===== src/rtl/fifo_rptr_empty_prog.sv =====
// Read-side pointer, empty/almost-empty flags, fill level and sticky underflow.
// Optional macro FIFO_RPTR_SYNC_EN adds a two-flop wptr_in synchroniser.
module fifo_rptr_empty_prog #(
    parameter int ADDRSIZE = 4
) (
    input  logic                rclk,
    input  logic                rrst_n,
    input  logic                rinc,
    input  logic [ADDRSIZE:0]   wptr_in,
    input  logic [ADDRSIZE:0]   ae_thresh,
    input  logic                rerr_clr,
    output logic [ADDRSIZE-1:0] raddr,
    output logic [ADDRSIZE:0]   rptr,
    output logic                rempty,
    output logic                arempty,
    output logic [ADDRSIZE:0]   rlevel,
    output logic                runderflow
);

    logic [ADDRSIZE:0] rbin;
    logic [ADDRSIZE:0] rbinnext;
    logic [ADDRSIZE:0] rgraynext;
    logic [ADDRSIZE:0] wptr_s;
    logic [ADDRSIZE:0] wbin_s;
    logic [ADDRSIZE:0] levelnext;
    logic              pop;

`ifdef FIFO_RPTR_SYNC_EN
    logic [ADDRSIZE:0] wq1;
    logic [ADDRSIZE:0] wq2;

    // Two-stage capture of the raw write-domain gray pointer.
    always_ff @(posedge rclk) begin
        if (!rrst_n) begin
            wq1 <= '0;
            wq2 <= '0;
        end else begin
            wq1 <= wptr_in;
            wq2 <= wq1;
        end
    end

    assign wptr_s = wq2;
`else
    assign wptr_s = wptr_in;
`endif

    // Gray to binary: bit i is the XOR of all gray bits from the MSB down to i.
    always_comb begin
        wbin_s = '0;
        for (int i = 0; i <= ADDRSIZE; i++) begin
            wbin_s[i] = ^(wptr_s >> i);
        end
    end

    // Next read pointer and the level it leaves behind.
    always_comb begin
        pop       = rinc & ~rempty;
        rbinnext  = rbin + {{ADDRSIZE{1'b0}}, pop};
        rgraynext = (rbinnext >> 1) ^ rbinnext;
        levelnext = wbin_s - rbinnext;
    end

    // Pointer, flag and level registers; underflow set beats clear.
    always_ff @(posedge rclk) begin
        if (!rrst_n) begin
            rbin       <= '0;
            rptr       <= '0;
            rempty     <= 1'b1;
            arempty    <= 1'b1;
            rlevel     <= '0;
            runderflow <= 1'b0;
        end else begin
            rbin       <= rbinnext;
            rptr       <= rgraynext;
            rempty     <= (rgraynext == wptr_s);
            rlevel     <= levelnext;
            arempty    <= (levelnext <= ae_thresh);
            runderflow <= (rinc & rempty) | (runderflow & ~rerr_clr);
        end
    end

    assign raddr = rbin[ADDRSIZE-1:0];

endmodule


===== config.mk =====
export PLATFORM = sky130hd
export DESIGN_NAME = fifo_rptr_empty_prog
export DESIGN_NICKNAME = d
export VERILOG_FILES = /design/src/rtl/fifo_rptr_empty_prog.sv
export SDC_FILE = /design/constraint.sdc
export NUM_CORES = 1
export LEC_CHECK = 0
export ABC_AREA = 0
export CAP_MARGIN = 20
export CORE_MARGIN = 10
export CORE_UTILIZATION = 45
export CTS_BUF_LIST = sky130_fd_sc_hd__clkbuf_4 sky130_fd_sc_hd__clkbuf_8
export DETAILED_ROUTE_END_ITERATION = 16
export GPL_TIMING_DRIVEN = 1
export MAX_ROUTING_LAYER = met4
export PLACE_DENSITY = 0.78
export SLEW_MARGIN = 10
export SYNTH_ARGS = -nofsm -noshare
export SYNTH_HDL_FRONTEND = slang
export SYNTH_SLANG_ARGS = --single-unit
export TNS_END_PERCENT = 20

===== constraint.sdc =====
create_clock -name rclk -period 5.1 [get_ports rclk]
set_input_delay 1.53 -clock rclk [delete_from_list [all_inputs] [get_ports rclk]]
set_output_delay 1.53 -clock rclk [all_outputs]
set_load 0.01 [all_outputs]

### Word-level counts from Yosys, hierarchy flattened

Cells that the tools add are included.
W data, S select, Z words.

| cells by class | value |
|---|---|
| bitwise operators | 7 |
| order comparisons | 1 |
| muxes and demuxes | 0 |
| shift operators | 0 |
| equality and inequality tests | 1 |
| $mul | 0 |
| add/sub/neg operators | 2 |
| reduce and logical (&&, ||, !) cells | 5 |
| divide/modulo/power cells | 0 |

Operator list:

| operator | number |
|---|---|
| $reduce_xor A5 Y1 | 5 |
| $add A5 B1 Y5 | 1 |
| $eq A5 B5 Y1 | 1 |
| $le A5 B5 Y1 | 1 |
| $sub A5 B5 Y5 | 1 |
| $xor A4 B5 Y5 | 1 |
| $and A1 B1 Y1 | 3 |
| $not A1 Y1 | 2 |
| $or A1 B1 Y1 | 1 |

| word-level totals | value |
|---|---|
| input port bits | 14 |
| flip-flop bits (word level) | 18 |
| memories | 0 |
| memory bits (read-only) | 0 |
| output and inout port bits | 17 |
| bits in latches | 0 |
| logic and storage cells | 22 |
| bits in writable memories | 0 |

### Depth between registers and ports, before layout

Gate-level depths: netlist (run 1).

| depth | value |
|---|---|
| depth in word-level cells | 5 |
| depth in mapped cells | 13 |
| gate-level depth less buffers | 13 |

### Worst setup path before layout (run 1)

OpenSTA, ideal clock, no wires.

| timing | value |
|---|---|
| kind | input -> register |
| from | input port wptr_in[4] |
| to | register arempty |
| path buffers | 0 |
| cell stages on the path | 13 |
| path slack | 0.961 ns |
| setup time | 0.082 ns |
| data required time | 5.018 ns |
| data arrival time | 4.057 ns |
| cell sequence | xor2_1 > xnor2_1 > xor2_1 > xor2_1 > ha_1 > fa_1 > inv_1 > ha_1 > nor2b_1 > o21a_1 > o21a_1 > o21a_1 > o221ai_1 |

| between the ends | value |
|---|---|
| cells in the longest elaborated chain, start to end | 3 |
| elaborated cells on any way between the ends | 7 |
| those cells by class | add/sub: 1; order compare: 1; reduce/logical: 5 |

RTL lines:

| what | RTL line | source |
|---|---|---|
| from (decl) | 9 | `input logic [ADDRSIZE:0] wptr_in,` |
| $reduce_xor A5 Y1 | 52 | `wbin_s[i] = ^(wptr_s >> i);` |
| $sub A5 B5 Y5 * | 61 | `levelnext = wbin_s - rbinnext;` |
| net levelnext[1] | 25 | `logic [ADDRSIZE:0] levelnext;` |
| $le A5 B5 Y1 * | 78 | `arempty <= (levelnext <= ae_thresh);` |
| to (signal assigned) | 78 |  |
| to (decl) | 15 | `output logic arempty,` |

The timed path passes the listed nets; every way through them passes the cells marked *.
A chain may end at the register's enable or synchronous reset.

### Worst setup path in the final report (run 1)

Same ends and word-level chain as after synthesis.

==> results.md, run 1 <==
* H-Tree Depth at 1
* GR Util met1 at 9.89%
* Worst rel slew slack at 66.7%
* Reg power frac at 41.6%
* Post-synth cell types at 25
* Initial Util at 49.1%
* CTS Buf Count at 3
* Seq/Total Area, Yosys at 34.3%
* Core area at 2020 um2
* Switching Fraction at 30.2%
* Cell Rows at 16
* Vias post-DR at 763
* Met3 usage at 3.18%
* Io pins at 31
* Commonest non-fill, non-tap cells in the layout: 30 x clkdlybuf4s50_1, 17 x dfxtp_1, 12 x inv_1
* GR Overflow Total at 0
* Clock network fraction of total power at 20.4%
* Clk_lat worst skew at 0.29 ns
* Yosys top cell by area: dfxtp_1
* Most common cell after layout, fill and taps aside: clkdlybuf4s50_1
* Largest net degree at the start of global routing at 18
* Synth warnings at 0
* Post-synth top area share at 34.3%
* Synth-to-layout area growth at 35.3%
* CTS max path bufs at 2
* Int Power at 0.251 mW
* Measured slew at the worst slew-check pin at 0.498 ns
* Post-CTS Setup Inserts at 0
* Cell Chain, Critical Path: clkdlybuf4s50_1 -> xor2_1 -> xnor2_1 -> xor2_1 -> xor2_1 -> ha_1 -> fa_1 -> inv_1 -> ha_1 -> nor2b_1 -> o21a_1 -> o21a_1 -> o21a_1 -> o221ai_1
* Mapped Area at 993 um2
* Pins Over Slew Limit at 0
* Max cap viols at 0
* Met2 usage in global routing at 15.8%
* Mapped Cells at 101
* Critical path endpoint category: register
* Nets at 159
* RSZ-0062 raised after global routing: no
* Critical Path Slowest Stage Cell: clkdlybuf4s50_1
* Drt first pass iters at 2
* Cell family with the largest share of critical-path delay: adder cells
* Initial antenna violation count at 0
* Final GP Congestion at 0.774
* First-pass GRT wire length at 3230 um
* Wire per inst at 12.4 um
* Cts repair resizes at 0
* Fin crit share at 89.2%
* Pwr dens at 268 nW/um2
* Clock Root Buffer: clkbuf_4
* Final hold vios at 0
* Crit path buf inv count at 2
* Fmax at 0.220 GHz
* # port buffers at 30
* Setup crit start kind: input port
* Crit path kind: input port to register
* Synth area leaders: dfxtp_1 34%, ha_1 13%, xnor2_1 9.7%, xor2_1 7.9%, and2_1 6.9%
* TritonCTS clock tree: done
* Vias per cell at 4.77
* Busiest grt layer: met2
* DR DRC count at 0
* Leakage at 0.595 nW
* Clock transition at path regs at 0.11 ns
* Share of layout cells above drive strength 1 at 4.51%
* Post-route core utilization at 66.5%
* HPWL Detailed at 1680 um
* Post-Syn Nets at 126
* CP required at 5.31 ns
* Status: finished clean
* Syn Area/Cell at 9.84 um2
* Psw at 0.109 mW
* Clk sinks at 17
* DIE WIDTH at 67.0 um
* Ant diodes at 0
* VDD IR max at 0.228 mV
* Setup TNS at 0 ns
* Setup Skew at 0.00648 ns
* Die height at 67.0 um
* Starting DRT DRC Count at 6
* Crit-path max FO at 3
* Hold_buf cts at 0
* Antenna-violating nets left at 0
* Worst path max stage delay at 0.51 ns
* Min-Delay Path Class: register to register
* Global Route Usage Sum at 9.40%
* Vias in the first global route at 737
* Fillers at 166
* Arr. time, crit path at 4.76 ns
* Die area at 4490 um2
* Combinational power share at 38.0%
* Flops & latches, synth at 17
* Final setup fails at 0
* Fin crit period at 4.55 ns
* Total Wirelength at 1980 um
## sequential cells by signal (all words and copies together), names as in the netlist
signal	count
runderflow	1
arempty	1
rlevel	5
rempty	1
rptr	4
rbin	5
## power groups by stage
stage          clock, mW  sequential, mW  combinational [mW]
2_1_floorplan          0           0.160              0.0779
3_3_place_gp           0           0.153               0.135
3_5_place_dp           0           0.153               0.139
4_1_cts           0.0766           0.150               0.140
5_1_grt           0.0813           0.151               0.154
6_report          0.0734           0.150               0.137
## worst min-delay path: cells and delay by family, from the launching register on
| kind | cells | cell delay, ns |
|---|---|---|
| AO/OA/AOI/OAI | 1 | 0.06 |
| AND/OR/NAND/NOR | 1 | 0.06 |
| flip-flops | 1 | 0.32 |
## routing by layer
layer / vias up / wire (um)
met1: 355 / 860
li1: 386 / -
met5: - / 0
met2: 18 / 991
met4: 0 / 17
met3: 4 / 112
## final timing paths
path | from | end | slack [ns] | cells past startpoint
worst max register to register | rempty$_SDFF_PN1_ | arempty$_SDFF_PN1_ | 2.26 | 12
worst min-delay path | runderflow$_SDFF_PN0_ | runderflow$_SDFF_PN0_ | 0.49 | 2
worst min register to register | runderflow$_SDFF_PN0_ | runderflow$_SDFF_PN0_ | 0.49 | 2
worst max-delay path | wptr_in[4] | arempty$_SDFF_PN1_ | 0.55 | 14
## layout make-up
type / instances / area (um2) / share of cell area, %
repair buffers: 30 / 300 / 22.3
well taps: 27 / 33.8 / 2.51
inverters: 12 / 45.0 / 3.35
clock buffers: 3 / 22.5 / 1.68
multi-input cells: 70 / 597 / 44.4
clock inverters: 1 / 5.00 / 0.372
flip-flops and latches: 17 / 340 / 25.3
## synth_stat cells
cell type  count
and3_1         1
xor2_1         9
xnor3_1        1
a21oi_1        2
and4_1         1
o21a_1         3
o221ai_1       1
inv_1         12
o41ai_2        1
buf_4          1
a21o_1         2
nand2_1        4
clkbuf_1       1
xnor2_1       11
nor2b_4        1
dfxtp_1       17
nand2b_1       1
nand3_1        2
a21boi_0       1
nor2b_1        5
fa_1           1
ha_1          10
nor2_1         1
mux2i_1        1
and2_1        11
## through the flow
step / total power, mW / worst slack (ns) / instance area [um2] / instances / hold WS (ns)
4_1_cts: 0.367 / 0.522 / 1340 / 160 / 0.490
3_3_place_gp: 0.288 / 0.358 / 1320 / 156 / 0.468
6_report: 0.360 / 0.550 / 1340 / 160 / 0.485
5_1_grt: 0.386 / 0.369 / 1340 / 160 / 0.511
3_5_place_dp: 0.293 / 0.210 / 1320 / 156 / 0.472
2_1_floorplan: 0.238 / 0.961 / 993 / 101 / 0.497
## logic make-up after synthesis
logic type / Yosys count / synth area share (%)
compound gates: 10 / 8.06
mux: 1 / 1.01
simple gates: 27 / 16.5
xor+xnor: 21 / 19.9
buf+inv: 14 / 5.67
flops: 17 / 34.3
fa+ha+maj: 11 / 14.6
(Power assumes the default switching activity.)
==> inputs of run 2 (changes only) <==
CTS_CLUSTER_SIZE = 24   (was default)
GPL_TIMING_DRIVEN = default   (was 1)
SETUP_SLACK_MARGIN = 0.3   (was default)
==> results of run 2 <==
Final layout, timing and power as in run 1 (identical DEF).
==> inputs of run 3 (changes only) <==
CORE_ASPECT_RATIO = 0.7   (was default)
clock period = 5.7 ns   (was 5.1 ns; I/O delays follow)
==> run 3 against run 2 <==
  * Critical path depth unchanged
  * Highest routed layer unchanged
  * Sequential share of layout area down 0.12 points
  * Critical path type unchanged
  * Largest power group unchanged
  * Critical endpoint unchanged
  * Cell area up 0.47%
  * Final cell count up 3.1%
  * Combinational power down 10%
  * Worst setup slack better by 0.43 ns
  * Register-to-register slack better by 0.67 ns
  * Largest cell class unchanged
==> results.md, run 3 (synthesis results as in run 1) <==
* Setup TNS at 0 ns (unchanged)
* Fmax at 0.212 GHz
* Measured slew at the worst slew-check pin at 0.479 ns (-0.0191 ns)
* Cell Chain, Critical Path: clkdlybuf4s50_1 -> xor2_1 -> xnor2_1 -> xor2_1 -> xor2_1 -> ha_1 -> fa_1 -> inv_1 -> ha_1 -> nor2b_1 -> o21a_1 -> o21a_1 -> o21a_1 -> o221ai_1
* Clk_lat worst skew at 0.29 ns (about the same)
* Max cap viols at 0 (unchanged)
* Vias in the first global route at 731 (-0.81%)
* Die height at 59.3 um (-11%)
* Min-Delay Path Class: register to register
* Crit-path max FO at 3 (unchanged)
* Share of layout cells above drive strength 1 at 4.51% (unchanged)
* RSZ-0062 raised after global routing: no
* DIE WIDTH at 76.2 um (+14%)
* Largest net degree at the start of global routing at 18 (unchanged)
* Final GP Congestion at 0.776 (+0.28%)
* Starting DRT DRC Count at 27 (+21)
* Status: finished clean
* Arr. time, crit path at 4.94 ns (+0.18 ns)
* First-pass GRT wire length at 3390 um (+4.9%)
* DR DRC count at 0 (unchanged)
* Initial Util at 46.9% (-2.3 points)
* Drt first pass iters at 4 (+2)
* Nets at 159 (unchanged)
* Most common cell after layout, fill and taps aside: clkdlybuf4s50_1
* Ant diodes at 0 (unchanged)
* Clock transition at path regs at 0.10 ns (about the same)
* Setup crit start kind: input port
* HPWL Detailed at 1730 um (+3.3%)
* Final hold vios at 0 (unchanged)
* Vias per cell at 4.39 (-8.0%)
* CTS max path bufs at 2 (unchanged)
* H-Tree Depth at 1 (unchanged)
* Leakage at 0.595 nW (unchanged)
* Total Wirelength at 2020 um (+1.9%)
* Pwr Total at 0.322 mW (-10%)
* Reg2Reg Setup Slack at 2.93 ns (+0.67 ns)
* Final setup fails at 0 (unchanged)
* Initial antenna violation count at 0 (unchanged)
* Global Route Usage Sum at 9.61% (+0.21 points)
* Fin crit share at 82.8%
* Die area at 4520 um2 (+0.67%)
* Worst path max stage delay at 0.51 ns (about the same)
* Min-delay src: runderflow$_SDFF_PN0_
* Pwr dens at 239 nW/um2 (-11%)
* Clock Root Buffer: clkbuf_4
* CTS Buf Count at 3 (unchanged)
* GR Overflow Total at 0 (unchanged)
* CP required at 5.92 ns (+0.61 ns)
* Setup Skew at 0.00571 ns (-0.000774 ns)
* Clk sinks at 17 (unchanged)
* Vias post-DR at 724 (-5.1%)
* Synth-to-layout area growth at 35.9%
* Worst rel slew slack at 68.0% (+1.3 points)
* Cts repair resizes at 0 (unchanged)
* Top flop regs: rbin x5, rlevel x5, rptr x4
* Core area at 2120 um2 (+4.8%)
* Hold_buf cts at 0 (unchanged)
* Wire per inst at 12.2 um (-1.2%)
* Crit path kind: input port to register
* Critical path endpoint category: register
* # port buffers at 30 (unchanged)
* Critical Path Slowest Stage Cell: clkdlybuf4s50_1
* VDD IR max at 0.110 mV (-52%)
* Worst setup path startpoint: wptr_in[3]
* Pins Over Slew Limit at 0 (unchanged)
* TritonCTS clock tree: done
* Post-CTS Setup Inserts at 0 (unchanged)
* Antenna-violating nets left at 0 (unchanged)
* Cell Rows at 14 (-2)
* Reg2reg start: rempty$_SDFF_PN1_
* Commonest non-fill, non-tap cells in the layout: 30 x clkdlybuf4s50_1, 17 x dfxtp_1, 12 x inv_1
* Fin crit period at 4.72 ns
* Io pins at 31 (unchanged)
## run 3: power breakdown
group | switching [mW] | internal, mW | leakage (nW)
Combinational | 0.0549 | 0.0683 | 0.437
Clock | 0.0388 | 0.0261 | 0.0177
Sequential | 0.00394 | 0.130 | 0.140
## run 3: final cells by class
cell class | count | area [um2]
multi-input cells | 70 | 597
flip-flops and latches | 17 | 340
clock inverters | 1 | 5.00
clock buffers | 3 | 22.5
well taps | 32 | 40.0
inverters | 12 | 45.0
repair buffers | 30 | 300
fillers | 200 | 769
## run 3: worst max-delay path, delay by kind of cell
kind | cells | cell delay (ns)
buffers and inverters | 2 | 0.56
and+or+nand+nor | 1 | 0.14
adders and majority gates | 3 | 1.02
xor gates and xnor gates | 4 | 0.89
AOI/OAI and AO/OA | 4 | 0.62
## run 3: path summary, 6_finish.rpt
check,to,depth (start not counted)
worst max-delay path,arempty$_SDFF_PN1_,14
worst min-delay path,runderflow$_SDFF_PN0_,2
worst min register to register,runderflow$_SDFF_PN0_,2
worst max register to register,arempty$_SDFF_PN1_,12
## run 3: layer usage
| metal | vias up | global-route usage [%] | routed length [um] |
|---|---|---|---|
| met5 | - | - | 0 |
| li1 | 385 | - | - |
| met2 | 22 | 15.0 | 854 |
| met4 | 0 | 1.58 | 6 |
| met3 | 2 | 4.85 | 156 |
| met1 | 315 | 11.1 | 1000 |
## run 3: metrics by stage
stage | instances | hold slack [ns] | worst slack (ns) | instance area [um2] | util (%)
CTS | 165 | 0.501 | 0.940 | 1350 | 63.7
floorplan | 101 | 0.497 | 1.38 | 993 | -
finish | 165 | 0.490 | 0.981 | 1350 | 63.7
detailed placement | 161 | 0.484 | 0.628 | 1320 | 62.4
global route | 165 | 0.526 | 0.843 | 1350 | 63.7
global placement | 161 | 0.468 | 0.777 | 1320 | 62.4
